File: src/rtl/inst_cache_if.sv
// Fetch-side and memory-side handshake bundle for the instruction cache.
// master drives requests (fetcher + mem_ctrl model); slave is the cache itself.
interface inst_cache_if;
  logic        IF_req;
  logic [31:0] IF_addr;
  logic        IF_flag;
  logic [31:0] IF_inst;
  logic        MC_req;
  logic [31:0] MC_addr;
  logic        MC_flag;
  logic [31:0] MC_inst;

  modport master (
    output IF_req, IF_addr, MC_flag, MC_inst,
    input  IF_flag, IF_inst, MC_req, MC_addr
  );

  modport slave (
    input  IF_req, IF_addr, MC_flag, MC_inst,
    output IF_flag, IF_inst, MC_req, MC_addr
  );
endinterface

File: src/rtl/inst_cache.sv
// Direct-mapped, one-word-per-line instruction cache with blocking miss fill
// and misprediction flush that drains an in-flight fill it cannot abort.
module inst_cache #(
  parameter int ICACHE_IDX_W = 5
) (
  input  logic            clk,
  input  logic            rst,
  input  logic            rdy,
  input  logic            jump_wrong,
  inst_cache_if.slave     bus
);

  localparam int LINES = 1 << ICACHE_IDX_W;
  localparam int TAG_W = 32 - ICACHE_IDX_W - 2;

  typedef enum logic [1:0] {IDLE, MISS, RESP, DRAIN} state_e;

  state_e                  state_q;
  logic                    if_flag_q;
  logic [31:0]             if_inst_q;
  logic                    mc_req_q;
  logic [31:0]             mc_addr_q;
  logic [LINES-1:0]        valid_q;
  logic [TAG_W-1:0]        tag_mem  [LINES];
  logic [31:0]             data_mem [LINES];

  logic [ICACHE_IDX_W-1:0] req_idx;
  logic [TAG_W-1:0]        req_tag;
  logic [ICACHE_IDX_W-1:0] fill_idx;
  logic [TAG_W-1:0]        fill_tag;
  logic                    hit;
  logic                    fill_en;
  logic                    unused_addr_bits;

  assign req_idx  = bus.IF_addr[ICACHE_IDX_W+1:2];
  assign req_tag  = bus.IF_addr[31:ICACHE_IDX_W+2];
  // The fill target comes from the held MC_addr, so it stays correct even
  // after a flush lets IF_addr wander off.
  assign fill_idx = mc_addr_q[ICACHE_IDX_W+1:2];
  assign fill_tag = mc_addr_q[31:ICACHE_IDX_W+2];
  assign hit      = valid_q[req_idx] && (tag_mem[req_idx] == req_tag);
  assign fill_en  = rdy && bus.MC_flag && ((state_q == MISS) || (state_q == DRAIN));
  assign unused_addr_bits = ^bus.IF_addr[1:0];

  assign bus.IF_flag = if_flag_q;
  assign bus.IF_inst = if_inst_q;
  assign bus.MC_req  = mc_req_q;
  assign bus.MC_addr = mc_addr_q;

  // NOTE: tag/data storage has no reset; only the valid bits must be cleared,
  // and leaving the arrays reset-free lets them map onto plain RAM.
  always_ff @(posedge clk) begin
    if (fill_en) begin
      tag_mem[fill_idx]  <= fill_tag;
      data_mem[fill_idx] <= bus.MC_inst;
    end
  end

  // NOTE: all sequential state uses non-blocking assignment so every register
  // samples pre-edge values regardless of statement order.
  always_ff @(posedge clk or posedge rst) begin
    if (rst) begin
      state_q   <= IDLE;
      if_flag_q <= 1'b0;
      if_inst_q <= '0;
      mc_req_q  <= 1'b0;
      mc_addr_q <= '0;
      valid_q   <= '0;
    end else if (rdy) begin
      case (state_q)
        IDLE: begin
          if_flag_q <= 1'b0;
          if (!jump_wrong && bus.IF_req) begin
            if (hit) begin
              if_flag_q <= 1'b1;
              if_inst_q <= data_mem[req_idx];
              state_q   <= RESP;
            end else begin
              mc_req_q  <= 1'b1;
              mc_addr_q <= {bus.IF_addr[31:2], 2'b00};
              state_q   <= MISS;
            end
          end
        end
        MISS: begin
          if (bus.MC_flag) begin
            valid_q[fill_idx] <= 1'b1;
            mc_req_q          <= 1'b0;
            if (jump_wrong) begin
              state_q <= IDLE;
            end else begin
              if_flag_q <= 1'b1;
              if_inst_q <= bus.MC_inst;
              state_q   <= RESP;
            end
          end else if (jump_wrong) begin
            state_q <= DRAIN;
          end
        end
        RESP: begin
          // One guaranteed bubble: the request is not looked at here.
          if_flag_q <= 1'b0;
          state_q   <= IDLE;
        end
        DRAIN: begin
          if (bus.MC_flag) begin
            valid_q[fill_idx] <= 1'b1;
            mc_req_q          <= 1'b0;
            state_q           <= IDLE;
          end
        end
        default: state_q <= IDLE;
      endcase
    end
  end

endmodule

File: src/flat_wrapper.sv
// flat-port wrapper written by rule: the top's interface ports become plain ports
module inst_cache_flat 
#(
  parameter int ICACHE_IDX_W = 5
)
  (clk, rst, rdy, jump_wrong, bus_IF_req, bus_IF_addr, bus_MC_flag, bus_MC_inst, bus_IF_flag, bus_IF_inst, bus_MC_req, bus_MC_addr);
  inst_cache_if bus_i ();
  input  logic clk;
  input  logic rst;
  input  logic rdy;
  input  logic jump_wrong;
  input wire logic [$bits(bus_i.IF_req)-1:0] bus_IF_req;
  input wire logic [$bits(bus_i.IF_addr)-1:0] bus_IF_addr;
  input wire logic [$bits(bus_i.MC_flag)-1:0] bus_MC_flag;
  input wire logic [$bits(bus_i.MC_inst)-1:0] bus_MC_inst;
  output wire logic [$bits(bus_i.IF_flag)-1:0] bus_IF_flag;
  output wire logic [$bits(bus_i.IF_inst)-1:0] bus_IF_inst;
  output wire logic [$bits(bus_i.MC_req)-1:0] bus_MC_req;
  output wire logic [$bits(bus_i.MC_addr)-1:0] bus_MC_addr;
  assign bus_i.IF_req = bus_IF_req;
  assign bus_i.IF_addr = bus_IF_addr;
  assign bus_i.MC_flag = bus_MC_flag;
  assign bus_i.MC_inst = bus_MC_inst;
  assign bus_IF_flag = bus_i.IF_flag;
  assign bus_IF_inst = bus_i.IF_inst;
  assign bus_MC_req = bus_i.MC_req;
  assign bus_MC_addr = bus_i.MC_addr;
  inst_cache #(.ICACHE_IDX_W(ICACHE_IDX_W)) u_core (.clk(clk), .rst(rst), .rdy(rdy), .jump_wrong(jump_wrong), .bus(bus_i));
endmodule
File: config.mk
export PLATFORM = sky130hd
export DESIGN_NAME = inst_cache_flat
export DESIGN_NICKNAME = d
export VERILOG_FILES = /design/src/rtl/inst_cache_if.sv /design/src/rtl/inst_cache.sv /design/src/flat_wrapper.sv
export SDC_FILE = /design/constraint.sdc
export NUM_CORES = 2
export LEC_CHECK = 0
export CORE_MARGIN = 4
export CORE_UTILIZATION = 50
export CTS_BUF_LIST = sky130_fd_sc_hd__clkbuf_16
export CTS_CLUSTER_SIZE = 30
export DETAILED_ROUTE_END_ITERATION = 6
export PLACE_DENSITY_LB_ADDON = 0.2
export SLEW_MARGIN = 15
export SYNTH_ARGS = -nofsm -noshare
export SYNTH_HDL_FRONTEND = slang
export SYNTH_SLANG_ARGS = --single-unit
File: constraint.sdc
create_clock -name clk -period 4.9 [get_ports clk]
set_clock_uncertainty 0.2 [all_clocks]
set_input_delay 1.47 -clock clk [delete_from_list [all_inputs] [get_ports clk]]
set_output_delay 1.47 -clock clk [all_outputs]
set_load 0.03 [all_outputs]
After elaboration in Yosys (flattened, before gate mapping)
Memory sizes are Yosys's and may differ from the RTL's. Index checks and enable logic that the tools add are counted.

Flip-flop bits (word level): 98. Bits in writable memories: 1824. Input port bits: 70. Output and inout bits: 66. Word-level logic and storage cells: 70. Memories kept: 2.

Memory list: u_core.data_mem (depth 32, bits a word 32, read ports 1, clocked after memory_dff 0, write ports 1, line inst_cache.sv:25) `logic [31:0] data_mem [LINES];`; u_core.tag_mem (depth 32, bits a word 25, read ports 1, clocked after memory_dff 0, write ports 1, line inst_cache.sv:24) `logic [TAG_W-1:0] tag_mem [LINES];`.

Magnitude comparators: 3. Equality and inequality tests: 12. Muxes and demuxes: 27. Bitwise logic cells: 2. Reductions and logical operators: 18.

Operators with widths (count): $mux 32 (4); $pmux 32 s2 (1); $or 32x32->32 (1); $eq 25x25->1 (1); $lt 5x6->1 const B (2); $mux 2 (6); $reduce_and 4->1 (3); $mux 1 (11); $ne 2x2->1 const B (4); $pmux 2 s4 (1); $ne 2x1->1 const B (3); $reduce_and 6->1 (1); $bmux 1 s5 (1); $demux 1 s5 (1); $ge 5x1->1 const B (1); $logic_and 1x1->1 (5); $reduce_and 5->1 (1); $eq 2x2->1 const B (2); $reduce_bool 2->1 (2); $ne 3x3->1 const B (1); $pmux 1 s3 (1); $reduce_and 3->1 (1); $reduce_bool 3->1 (1); $eq 2x1->1 const B (1); other kinds (6) (6).

Longest topological paths before layout
Depth in word-level cells: 6. Gate-level depth with buffers: 17. Depth with buffers taken out: 10.

Worst setup path after synthesis
OpenSTA, ideal clock, no wires.

Kind: in2reg. Start: input port bus_MC_flag. End: memory u_core.data_mem[2][0], enable pin. Setup time: 0.472 ns. Arrival time: 4.560 ns. Required time: 4.228 ns. Path slack: -0.332 ns. Stages on the path: 4. Buffers on the path: 0. Cells stage by stage: inv_1 -> nor3_1 -> nand3b_1 -> nor2_1.

Word-level cells in the longest chain between the ends: 4.

Ends and longest elaborated chain: from (decl) (line flat_wrapper.sv:14) `input wire logic [$bits(bus_i.MC_flag)-1:0] bus_MC_flag;`; $logic_and 1x1->1 (2 in a row) (line inst_cache.sv:42) `assign fill_en = rdy && bus.MC_flag && ((state_q == MISS) || (state_q == DRAIN));`; $mux 1 (line inst_cache.sv:53) `if (fill_en) begin`; $mux 1 (not written as such) (line inst_cache.sv:55) `data_mem[fill_idx] <= bus.MC_inst;`; to (decl) (line inst_cache.sv:25).

No other way between the ends.

Worst setup path after layout
Start: input port bus_IF_addr[2]. End: register u_core.if_inst_q[10] (netlist: u_core.bus.IF_inst[10]).

Word-level cells in the longest chain between the ends: 5. Elaborated cells between the ends (all ways): 11. Classes of those cells: eq/ne (2); mux (5); reduce/logical (2); memory (2).

Ends and longest elaborated chain: from (decl) (line flat_wrapper.sv:13) `input wire logic [$bits(bus_i.IF_addr)-1:0] bus_IF_addr;`; $mem_v2 32x25 / $bmux 1 s5 (equally long branches); $eq 25x25->1 / $mux 1 (equally long branches) (line inst_cache.sv:41) `assign hit = valid_q[req_idx] && (tag_mem[req_idx] == req_tag);`; $logic_and 1x1->1 (line inst_cache.sv:41); $ne 2x1->1 (no source line); $reduce_and 6->1 (no source line); to (signal assigned) (line inst_cache.sv:76) `if_inst_q <= data_mem[req_idx];`; to (signal assigned) (line inst_cache.sv:93) `if_inst_q <= bus.MC_inst;`; to (decl) (line inst_cache.sv:20) `logic [31:0] if_inst_q;`.

Parallel ways exist; a longest one is shown, timed or not. The select of a mux whose other input is x is not followed. A chain may end at the register's enable or synchronous reset.

==> run summary <==
Nets -> 3842
Sinks on Clock Net -> 1922
RSZ-0062 raised after global routing -> false
Fmax -> 0.211 GHz
Mapped Cells -> 3326
Root Driver -> clkbuf_16
Slew headroom -> 25.3%
global-route wire length before repair -> 268000 microns
vias in the first global route -> 37300
Synth Area per Inst -> 22.4 sq um
core area -> 148000 sq um
TritonRoute pass-1 iters -> 5
number of fill cells in the layout -> 10400
#FFs+latches synth -> 1922
DR WL/cell -> 31.8 microns
Hold Slack -> 0.274 ns
row count -> 141
DRT Wirelength -> 186000 microns
pwr dens -> 448 nW/um^2
Via density -> 6.24
cell taking the most area after synthesis -> edfxtp_1
Die Span X -> 394 microns
clock buffer depth -> 3
clock slew at reported path FFs -> 0.06 ns
max-slew violation count -> 0
Mapped Area -> 74400 sq um
crit path time final -> 4.74 ns
total die area -> 155000 sq um
Worst EP required -> 5.38 ns
DPL Wire Length -> 101000 microns
Setup Viol. Count Final -> 0
fin area -> 86500 sq um
most numerous cell in the Yosys netlist -> edfxtp_1
worst-path maximum fanout -> 25
Area Growth Syn to Fin -> 16.3%
FF-to-FF Start -> u_core.tag_mem[6][5]$_DFFE_PP_
Yosys cell types -> 61
final setup margin -> 0.157 ns
total track usage -> 24.1%
Slowest-stage cell, CP -> mux4_2
share of cells above drive strength 1 -> 28.4%
post-synthesis adder-cell area fraction -> 0.0505%
crit end category -> register
Die H -> 394 microns
Critical Path Most Common Cell -> buf_4
initial antenna violation count -> 5
top-area cell type share of the netlist area -> 73.7%
outcome -> finished clean
post-placement cell area -> 80600 sq um
Hold WC Path Type -> reg2reg
CTS buffer count -> 188
post_cts resized -> 0
grt total ovfl -> 0
Ant. Diodes -> 0
mux cell area share after synthesis -> 17.7%
Initial Utilization -> 50.3%
Worst setup startpoint -> bus_IF_addr[2]
Initial DRC Count -> 4670
Port Buffers -> 131
leakage power -> 28.5 nW
total setup buffers inserted after CTS -> 0
pin count of the biggest net entering global routing -> 113
number of flops mapped to enable cells by yosys -> 1824
Final period util -> 96.8%
Worst VDD drop -> 0.000396 V
CP startpoint kind -> input pin
Post-synth top flop -> edfxtp_1
# DRC -> 0
HP Start -> u_core.valid_q[18]$_DFFE_PP0P_
Fin. Hold Viols -> 0
fin util -> 58.5%
Post-DRT Antenna Nets -> 0
MaxCap Viol Count -> 0
I/O pins -> 136
vias -> 36600
Async SR Flop Fraction -> 5.10%
Commonest cells post-synth -> edfxtp_1 (1824), mux4_2 (458), mux2i_1 (182), dfrtp_1 (98), nand2_1 (83)
gpl congestion -> 0.818
worst skew pair latency -> 0.82 ns
Crit Path Class -> in2reg
largest cells by area after synthesis -> edfxtp_1 (74%), mux4_2 (14%), dfrtp_1 (3.3%)
data arrival time of the worst path -> 5.22 ns
warnings from Yosys -> 0
hold_buf cts -> 0
CTS tree -> yes
worst slew pin tran -> 1.12 ns
H-tree depth -> 4
Simple-Gate Fraction of Synth Area -> 1.63%
Compound-Gate Fraction of Synth Area -> 2.06%
post-synthesis xor/xnor area fraction -> 0.294%
largest family of logic cells by synthesized area -> multiplexers
post-synthesis sequential area ratio -> 77.0%
Setup WS pre-CTS -> -0.647 ns
max incr delay on CP -> 0.51 ns
crit-path cells -> buf_8 -> buf_4 -> buf_12 -> buf_4 -> mux4_2 -> mux4_2 -> mux2i_1 -> xor2_1 -> nand2_1 -> nor3_1 -> nand4b_1 -> nor4_1 -> buf_4 -> o21ai_4 -> buf_12 -> mux2_1
-- worst max-delay path, delay by kind of cell --
family,cells,cell delay (ns)
muxes,4,1.56
and+or+nand+nor,4,0.82
AOI/OAI and AO/OA,1,0.10
buffers and inverters,6,1.03
xor gates and xnor gates,1,0.20
-- layout make-up --
| cell class | count | area [sq um] | area share, % |
|---|---|---|---|
| Clock buffer | 192 | 4800 | 5.56 |
| Clock inverter | 162 | 1090 | 1.26 |
| Inverter | 9 | 41.3 | 0.0477 |
| Multi-Input combinational cell | 1221 | 16400 | 19.0 |
| Sequential cell | 1922 | 57200 | 66.2 |
| Tap cell | 1930 | 2410 | 2.79 |
| Timing Repair Buffer | 427 | 4450 | 5.15 |
-- layout by cell type (no fill, tap or decap), drive strengths merged, types with 19 or more instances in the layout --
cell and n:
a22oi 51, buf 303, clkbuf 192, clkdlybuf4s50 124
clkinv 77, dfrtp 98, edfxtp 1824, inv 80
mux2 67, mux2i 182, mux4 465, nand2 83
nand3 19, nor2 68, nor2b 21, o21ai 48
o21bai 32
-- worst paths after layout --
kind	slack, ns	endpoint	cells after the start
worst min-delay path	0.27	u_core.valid_q[18]$_DFFE_PP0P_	1
worst max-delay path	0.16	u_core.bus.IF_inst[10]$_DFFE_PP0P_	16
max in group asynchronous	2.72	u_core.bus.MC_addr[22]$_DFFE_PP0P_	3
worst min register to register	0.27	u_core.valid_q[18]$_DFFE_PP0P_	1
min in group asynchronous	0.99	u_core.bus.IF_inst[27]$_DFFE_PP0P_	2
worst max register to register	0.80	u_core.bus.MC_addr[23]$_DFFE_PP0P_	12
-- state kept, by name, indices dropped and copies added (netlist names) --
register and cells:
u_core.data_mem 1024, u_core.tag_mem 800, u_core.bus.IF_inst 32, u_core.valid_q 32
u_core.bus.MC_addr 30, u_core.state_q 2, u_core.bus.IF_flag 1, u_core.bus.MC_req 1
-- metrics by stage --
stage	setup TNS [ns]	total power, W	std cells
2_1_floorplan	-535.42	0.0230	3327
3_3_place_gp	-36.13	0.0251	5509
3_5_place_dp	-36.36	0.0254	5509
4_1_cts	0	0.0390	5863
5_1_grt	0	0.0401	5863
6_report	0	0.0387	5863
-- cell families (layout without fill, tap and decap cells) --
logic type | Yosys count | after routing
AO/OA/AOI/OAI | 222 | 222
XOR/XNOR | 25 | 25
adder cells (fa/ha/maj) | 3 | 3
buffers and inverters | 184 | 790
flip-flops | 1922 | 1922
multiplexers | 714 | 714
other | 1 | 2
AND/OR/NAND/NOR | 255 | 255
-- layer usage --
metal  up-vias  routed length, microns  global-route usage (%)
met1     19600                   75300                    34.4
met5         -                       0                       0
met4         0                    4530                    6.75
met3       282                   15500                    4.30
li1      14900                       -                       -
met2      1726                   91100                    38.7
-- power breakdown --
part	leakage [nW]	switching, W	total [W]	internal, W
sequential	17.7	0.000432	0.0200	0.0196
combinational	7.68	0.00313	0.00500	0.00187
clock	3.13	0.00601	0.0137	0.00769
total	28.5	0.00957	0.0387	0.0291
Power figures use the tool's default switching activity.
